## src/rtl/capture_sequencer_if.sv

```systemverilog
// ============================================================================
// Module      : capture_sequencer_if
// Description : Control and ring-buffer bus between the capture sequencer and
//               its surroundings. The master drives the capture requests and
//               observes the write port; the slave is the sequencer itself.
// Revision    : 1.0 - initial release
// ============================================================================
`default_nettype none

interface capture_sequencer_if #(
    parameter int SIZE = 12
);
    // Requests and configuration towards the sequencer
    logic            arm;
    logic            trigger;
    logic            sample_valid;
    logic [SIZE-1:0] pre_samples;
    logic [SIZE-1:0] post_samples;
    logic            ack;

    // Ring-buffer write port and capture results
    logic            wr_en;
    logic [SIZE-1:0] wr_addr;
    logic [SIZE-1:0] trig_addr;
    logic [SIZE-1:0] start_addr;
    logic            busy;
    logic            done;
    logic            short_pre;
    logic            cfg_err;
    logic [2:0]      state;

    modport master (
        output arm, trigger, sample_valid, pre_samples, post_samples, ack,
        input  wr_en, wr_addr, trig_addr, start_addr, busy, done,
               short_pre, cfg_err, state
    );

    modport slave (
        input  arm, trigger, sample_valid, pre_samples, post_samples, ack,
        output wr_en, wr_addr, trig_addr, start_addr, busy, done,
               short_pre, cfg_err, state
    );
endinterface

`default_nettype wire

```

## src/rtl/capture_sequencer.sv

```systemverilog
// ============================================================================
// Module      : capture_sequencer
// Description : Pre/post-trigger capture controller for an ADC ring buffer.
//               Fills a pre-trigger window, waits for a trigger rising edge,
//               records the post-trigger window and reports where the
//               capture starts and where the trigger landed.
// Revision    : 1.0 - initial release
// ============================================================================
`default_nettype none

module capture_sequencer #(
    parameter int SIZE = 12
) (
    input  wire                 adc_fast_clk,
    input  wire                 reset,
    capture_sequencer_if.slave  bus
);

    typedef enum logic [2:0] {
        ST_IDLE    = 3'b000,
        ST_PREFILL = 3'b001,
        ST_ARMED   = 3'b010,
        ST_POST    = 3'b011,
        ST_DONE    = 3'b100
    } state_t;

    // Ring depth expressed in the widened sum domain used for the config check
    localparam logic [SIZE:0]   c_depth = {1'b1, {SIZE{1'b0}}};
    localparam logic [SIZE-1:0] c_one   = {{(SIZE-1){1'b0}}, 1'b1};

    state_t          r_state;
    state_t          w_state_nxt;

    logic            r_trig_q;
    logic [SIZE-1:0] r_wr_addr;
    logic [SIZE-1:0] r_trig_addr;
    logic [SIZE-1:0] r_start_addr;
    logic [SIZE-1:0] r_pre;
    logic [SIZE-1:0] r_post;
    logic [SIZE-1:0] r_pre_cnt;
    logic [SIZE-1:0] r_post_cnt;
    logic            r_short_pre;
    logic            r_cfg_err;

    logic            w_edge;
    logic            w_capturing;
    logic            w_wr_en;
    logic [SIZE-1:0] w_wr_inc;
    logic [SIZE-1:0] w_next_addr;
    logic [SIZE-1:0] w_pre_now;
    logic [SIZE-1:0] w_pre_eff;
    logic [SIZE:0]   w_sum;
    logic            w_cfg_bad;
    logic            w_pre_done;
    logic            w_post_done;
    logic            w_accept;
    logic            w_reject;
    logic            w_trig_short;
    logic            w_trig_full;

    // Trigger event is a rising edge against the previous-cycle level
    assign w_edge      = bus.trigger & ~r_trig_q;

    // Writes follow sample_valid with no added latency while capturing; the
    // reset term keeps the reset cycle itself free of writes
    assign w_capturing = (r_state == ST_PREFILL) || (r_state == ST_ARMED) ||
                         (r_state == ST_POST);
    assign w_wr_en     = ~reset & bus.sample_valid & w_capturing;
    assign w_wr_inc    = {{(SIZE-1){1'b0}}, w_wr_en};

    // First post-trigger sample is whatever address gets written next
    assign w_next_addr = r_wr_addr + w_wr_inc;
    assign w_pre_now   = r_pre_cnt + w_wr_inc;
    assign w_pre_eff   = w_trig_short ? w_pre_now : r_pre;

    // Window request must fit in the ring; exactly full is allowed
    assign w_sum       = {1'b0, bus.pre_samples} + {1'b0, bus.post_samples};
    assign w_cfg_bad   = (w_sum > c_depth);

    assign w_pre_done  = (r_pre == '0) ||
                         (w_wr_en && ((r_pre_cnt + c_one) == r_pre));
    assign w_post_done = w_wr_en && ((r_post_cnt + c_one) == r_post);

    // State register
    always_ff @(posedge adc_fast_clk) begin
        if (reset) begin
            r_state <= ST_IDLE;
        end else begin
            r_state <= w_state_nxt;
        end
    end

    // Next-state decode and capture-event strobes
    always_comb begin
        w_state_nxt  = r_state;
        w_accept     = 1'b0;
        w_reject     = 1'b0;
        w_trig_short = 1'b0;
        w_trig_full  = 1'b0;
        case (r_state)
            ST_IDLE: begin
                if (bus.arm) begin
                    if (w_cfg_bad) begin
                        w_reject = 1'b1;
                    end else begin
                        w_accept    = 1'b1;
                        w_state_nxt = ST_PREFILL;
                    end
                end
            end
            ST_PREFILL: begin
                // An edge landing on the completing write counts as a full window
                if (w_edge && !w_pre_done) begin
                    w_trig_short = 1'b1;
                    w_state_nxt  = (r_post == '0) ? ST_DONE : ST_POST;
                end else if (w_edge) begin
                    w_trig_full  = 1'b1;
                    w_state_nxt  = (r_post == '0) ? ST_DONE : ST_POST;
                end else if (w_pre_done) begin
                    w_state_nxt  = ST_ARMED;
                end
            end
            ST_ARMED: begin
                if (w_edge) begin
                    w_trig_full = 1'b1;
                    w_state_nxt = (r_post == '0) ? ST_DONE : ST_POST;
                end
            end
            ST_POST: begin
                if (w_post_done) begin
                    w_state_nxt = ST_DONE;
                end
            end
            ST_DONE: begin
                if (bus.ack) begin
                    w_state_nxt = ST_IDLE;
                end
            end
            default: begin
                w_state_nxt = ST_IDLE;
            end
        endcase
    end

    // Address, counter and capture-result registers
    always_ff @(posedge adc_fast_clk) begin
        if (reset) begin
            r_trig_q     <= 1'b1;
            r_wr_addr    <= '0;
            r_trig_addr  <= '0;
            r_start_addr <= '0;
            r_pre        <= '0;
            r_post       <= '0;
            r_pre_cnt    <= '0;
            r_post_cnt   <= '0;
            r_short_pre  <= 1'b0;
            r_cfg_err    <= 1'b0;
        end else begin
            r_trig_q <= bus.trigger;
            if (w_accept) begin
                r_pre       <= bus.pre_samples;
                r_post      <= bus.post_samples;
                r_wr_addr   <= '0;
                r_pre_cnt   <= '0;
                r_post_cnt  <= '0;
                r_cfg_err   <= 1'b0;
                r_short_pre <= 1'b0;
            end else if (w_reject) begin
                r_cfg_err   <= 1'b1;
            end else if (w_wr_en) begin
                r_wr_addr <= r_wr_addr + c_one;
                if (r_state == ST_PREFILL) begin
                    r_pre_cnt <= r_pre_cnt + c_one;
                end
                if (r_state == ST_POST) begin
                    r_post_cnt <= r_post_cnt + c_one;
                end
            end
            // Capture geometry is fixed at the trigger and held through DONE
            if (w_trig_short || w_trig_full) begin
                r_trig_addr  <= w_next_addr;
                r_start_addr <= w_next_addr - w_pre_eff;
                r_short_pre  <= w_trig_short;
                r_post_cnt   <= '0;
            end
        end
    end

    assign bus.wr_en      = w_wr_en;
    assign bus.wr_addr    = r_wr_addr;
    assign bus.trig_addr  = r_trig_addr;
    assign bus.start_addr = r_start_addr;
    assign bus.busy       = w_capturing;
    assign bus.done       = (r_state == ST_DONE);
    assign bus.short_pre  = r_short_pre;
    assign bus.cfg_err    = r_cfg_err;
    assign bus.state      = r_state;

endmodule

`default_nettype wire

```

## src/flat_wrapper.sv

```systemverilog
// flat-port wrapper written by rule: the top's interface ports become plain ports
module capture_sequencer_flat 
#(
    parameter int SIZE = 12
)
  (adc_fast_clk, reset, bus_arm, bus_trigger, bus_sample_valid, bus_pre_samples, bus_post_samples, bus_ack, bus_wr_en, bus_wr_addr, bus_trig_addr, bus_start_addr, bus_busy, bus_done, bus_short_pre, bus_cfg_err, bus_state);
  capture_sequencer_if #(.SIZE(SIZE)) bus_i ();
  input  wire adc_fast_clk;
  input  wire reset;
  input wire logic [$bits(bus_i.arm)-1:0] bus_arm;
  input wire logic [$bits(bus_i.trigger)-1:0] bus_trigger;
  input wire logic [$bits(bus_i.sample_valid)-1:0] bus_sample_valid;
  input wire logic [$bits(bus_i.pre_samples)-1:0] bus_pre_samples;
  input wire logic [$bits(bus_i.post_samples)-1:0] bus_post_samples;
  input wire logic [$bits(bus_i.ack)-1:0] bus_ack;
  output wire logic [$bits(bus_i.wr_en)-1:0] bus_wr_en;
  output wire logic [$bits(bus_i.wr_addr)-1:0] bus_wr_addr;
  output wire logic [$bits(bus_i.trig_addr)-1:0] bus_trig_addr;
  output wire logic [$bits(bus_i.start_addr)-1:0] bus_start_addr;
  output wire logic [$bits(bus_i.busy)-1:0] bus_busy;
  output wire logic [$bits(bus_i.done)-1:0] bus_done;
  output wire logic [$bits(bus_i.short_pre)-1:0] bus_short_pre;
  output wire logic [$bits(bus_i.cfg_err)-1:0] bus_cfg_err;
  output wire logic [$bits(bus_i.state)-1:0] bus_state;
  assign bus_i.arm = bus_arm;
  assign bus_i.trigger = bus_trigger;
  assign bus_i.sample_valid = bus_sample_valid;
  assign bus_i.pre_samples = bus_pre_samples;
  assign bus_i.post_samples = bus_post_samples;
  assign bus_i.ack = bus_ack;
  assign bus_wr_en = bus_i.wr_en;
  assign bus_wr_addr = bus_i.wr_addr;
  assign bus_trig_addr = bus_i.trig_addr;
  assign bus_start_addr = bus_i.start_addr;
  assign bus_busy = bus_i.busy;
  assign bus_done = bus_i.done;
  assign bus_short_pre = bus_i.short_pre;
  assign bus_cfg_err = bus_i.cfg_err;
  assign bus_state = bus_i.state;
  capture_sequencer #(.SIZE(SIZE)) u_core (.adc_fast_clk(adc_fast_clk), .reset(reset), .bus(bus_i));
endmodule
```

## config.mk

```make
export PLATFORM = sky130hd
export DESIGN_NAME = capture_sequencer_flat
export DESIGN_NICKNAME = d
export VERILOG_FILES = /design/src/rtl/capture_sequencer_if.sv /design/src/rtl/capture_sequencer.sv /design/src/flat_wrapper.sv
export SDC_FILE = /design/constraint.sdc
export NUM_CORES = 1
export LEC_CHECK = 0
export BUFFER_PORTS_ARGS = -buffer_cell sky130_fd_sc_hd__buf_2
export CAP_MARGIN = 20
export CORE_MARGIN = 1
export CORE_UTILIZATION = 50
export CTS_CLUSTER_SIZE = 8
export DETAILED_ROUTE_END_ITERATION = 6
export GPL_TIMING_DRIVEN = 0
export PLACE_DENSITY_LB_ADDON = 0.1
export SYNTH_ARGS = -nofsm -noshare
export SYNTH_HDL_FRONTEND = slang
export SYNTH_SLANG_ARGS = --single-unit
```

## constraint.sdc

```tcl
create_clock -name adc_fast_clk -period 9.78 [get_ports adc_fast_clk]
set_clock_uncertainty 0.05 [all_clocks]
set_input_delay 2.445 -clock adc_fast_clk [delete_from_list [all_inputs] [get_ports adc_fast_clk]]
set_output_delay 2.445 -clock adc_fast_clk [all_outputs]
set_load 0.05 [all_outputs]
```

==> run summary <==
vias per cell -> 5.758
Worst EP required -> 10.03 ns
max cap viols -> 0
Yosys Warn Count -> 0
port bufs -> 72
critical path class -> in -> reg
Critical Path AT -> 7.38 ns
Initial Util -> 52.29%
H-Tree Depth -> 3
dpl cell area -> 0.006645 sq mm
Slew headroom -> 52.33%
flops & latches, synth -> 90
initial DRC count -> 430
Startpoint Class -> primary input
post-route ant nets -> 0
Routed WL -> 16710 microns
DR WL/cell -> 16.91 microns
Int Pwr -> 796.1 uW
syn nets -> 818
layout cells sized above 1 -> 14.20%
Core Area -> 0.01166 sq mm
Die Area -> 0.01264 sq mm
post-synthesis async set-or-reset flop share -> 0%
cells along the critical path -> clkbuf_1, or3b_4, nor2_2, nand4_1, nor3_1, o2111ai_1, nand3_1, buf_2, mux2_2, ha_1, fa_1, nor2b_1, o21ai_0, a21oi_1, o21ai_0, a21oi_1, o2111ai_1, a2111o_1, nand3_1
most common cell after layout, fill and taps aside -> dfxtp_1
Tcrit/Tclk final -> 72.89%
gr ovfl total -> 0
vias in the first global route -> 5490
CTS tree -> yes
io pins -> 74
# DRC -> 0
run status -> completed
Final Wtd Congestion -> 0.9104
EDFF count, synth -> 0
most frequent cells in the layout -> 90 x dfxtp_1, 81 x buf_2, 67 x nand2_1
Die Y-Extent -> 112.4 microns
FMAX -> 0.1403 GHz
CP top delay family -> simple AND/OR/NAND/NOR gates
hold slack -> 0.3997 ns
num rows -> 39
via count -> 5689
leak pwr -> 2.705 nW
hpwl dp -> 13100 microns
gr usage total -> 28.06%
synth unique cells -> 64
buffer and inverter count on the worst path -> 2
DIE WIDTH -> 112.4 microns
Critical Path Sink Type -> flip-flop
power share of the sequential group -> 33.4%
post-route minimum period -> 7.129 ns
Clock Sinks -> 90
TritonRoute pass-1 iters -> 7
Clk pwr share -> 30.6%
synthesized area -> 0.006098 sq mm
area delta synth->final -> 14.49%
largest net degree at the start of global routing -> 17
hold buffers post-CTS -> 0
Hold Path Class -> reg -> reg
sequential area share after synthesis -> 29.54%
unrepaired setup endpoints after global routing -> false
Setup TNS -> 0 ns
Slowest cell on crit path -> nor2_2
Cells after DPL -> 972
CTS Buffer Depth -> 2
r2r setup slk -> 4.54 ns
root buffer cell -> clkbuf_16
pwr dens -> 182.4 mW/mm^2
Avg Synthesized Cell Area -> 8.067 sq um
crit-path max cell delay -> 0.56 ns
CTS resizes -> 0
switching part of the total -> 37.49%
CTS buffer count -> 9
Worst-Margin Slew -> 0.7143 ns
initial antenna violation count -> 0
final setup fails -> 0
first-pass GRT wire length -> 27680 microns
Gate power share -> 36.0%
Layout Nets -> 902
fin area -> 0.006982 sq mm
ant diodes -> 0
worst vdd ir -> 130.2 uV
Max Slew Vio Count -> 0
Primary FF master, synth -> dfxtp_1
setup bufs post-CTS -> 0
clock latency at the later pin of the worst-skew pair -> 0.35 ns
Critical Path Fanout Max -> 10
Reg clk slew, reported paths -> 0.07 ns
NetSw -> 477.4 uW
hold violation total from the final report -> 0
Mapped Cells -> 756
final std cells w/o fill -> 988
## power by group through the flow
stage	sequential, mW	clock [mW]	combinational [mW]
after floorplan	0.469	0	0.304
after CTS	0.425	0.397	0.455
after global routing	0.429	0.410	0.501
final	0.426	0.390	0.458
after global placement	0.432	0	0.444
after detailed placement	0.433	0	0.453
## worst register-to-register path: stages (launching register included)
cell and delay, ns:
dfxtp_1 0.31, buf_2 0.19, or3b_4 0.43, nor2_2 0.56
nand4_1 0.20, nor3_1 0.21, o2111ai_1 0.28, nand3_1 0.22
buf_2 0.26, mux2_2 0.41, ha_1 0.23, fa_1 0.41
nor2b_1 0.14, o21ai_0 0.11, a21oi_1 0.18, o21ai_0 0.13
a21oi_1 0.28, o2111ai_1 0.16, a2111o_1 0.38, nand3_1 0.08
## layer usage
layer  vias up  GRT usage [%]  wire length (microns)
met4         0          9.689                    310
met2       162          45.18                   7657
li1       2825              -                      -
met5         -              0                      0
met1      2677          37.72                   7904
met3        25          5.238                    833
## synthesized netlist by cell type (2+ instances only)
library cell  instances  share of area, %
nand2b_1             48               4.9
inv_1                19               1.2
xor2_1               38               5.5
or2_2                 4              0.41
or3_1                 2              0.21
o311ai_0              2              0.29
nor3b_1               3              0.37
nor2b_1               7              0.72
nand4b_1              2              0.29
and4_1                2              0.29
mux2_2                2              0.37
dfxtp_1              90                30
a31o_2                3              0.43
o31ai_1               2              0.25
a21oi_1              37               3.0
nor4_1               22               2.3
mux2i_1              32               5.3
nor3_1               50               4.1
nand3_1              29               2.4
and2_1                3              0.31
o21a_1                6              0.74
buf_2                 9              0.74
xnor2_1              58               8.3
nor2_1               60               3.7
a211oi_1              8              0.98
a31oi_1               5              0.51
nand3b_1              7              0.86
buf_6                 2              0.37
clkbuf_1             34               2.1
and3_1                3              0.31
nor4b_1               2              0.29
a21o_1                3              0.37
fa_1                  2              0.66
nand2_1              67               4.1
o2111ai_1             3              0.43
buf_1                 2              0.12
o211ai_1              3              0.37
o21ai_0              14               1.1
ha_1                 30               6.2
nand4_1              17               1.7
## registers in the layout, indices dropped and copies added, names as in the netlist
register and cells:
u_core.bus.cfg_err 1, u_core.bus.short_pre 1, u_core.bus.start_addr 12, u_core.bus.state 3
u_core.bus.trig_addr 12, u_core.bus.wr_addr 12, u_core.r_post 12, u_core.r_post_cnt 12
u_core.r_pre 12, u_core.r_pre_cnt 12, u_core.r_trig_q 1
## area by class of cell
type                            count  area [sq um]
Multi-Input combinational cell    599          4015
Tap cell                          143         178.9
Inverter                           19         71.32
Fill cell                        1085          4681
Timing Repair Buffer               73         367.9
Clock buffer                       10         239.0
Buffer                             48         210.2
Clock inverter                      6         97.59
Sequential cell                    90          1802
## metrics by stage
stage / util [%] / setup WS, ns / total power, mW
global placement: 56.91 / 2.476 / 0.8756
floorplan: - / 3.103 / 0.7728
detailed placement: 56.98 / 2.332 / 0.8862
global route: 59.86 / 2.366 / 1.339
CTS: 59.86 / 2.714 / 1.277
finish: 59.86 / 2.651 / 1.273
## final timing paths
| kind | start | end | cells after the start |
|---|---|---|---|
| max reg2reg | u_core.bus.state[2] | u_core.bus.start_addr[10] | 19 |
| min | u_core.bus.start_addr[5] | u_core.bus.start_addr[5] | 2 |
| min reg2reg | u_core.bus.start_addr[5] | u_core.bus.start_addr[5] | 2 |
| max | reset | u_core.bus.start_addr[10] | 19 |
## logic make-up after synthesis
kind of cell / Yosys count / synth area share, %
XOR/XNOR: 96 / 13.79
AO/OA/AOI/OAI: 100 / 10.98
AND/OR/NAND/NOR: 337 / 28.64
buffers and inverters: 67 / 4.616
flip-flops: 90 / 29.54
multiplexers: 34 / 5.622
adder cells (fa/ha/maj): 32 / 6.812
Note: power is estimated with default switching activity, not from simulation.
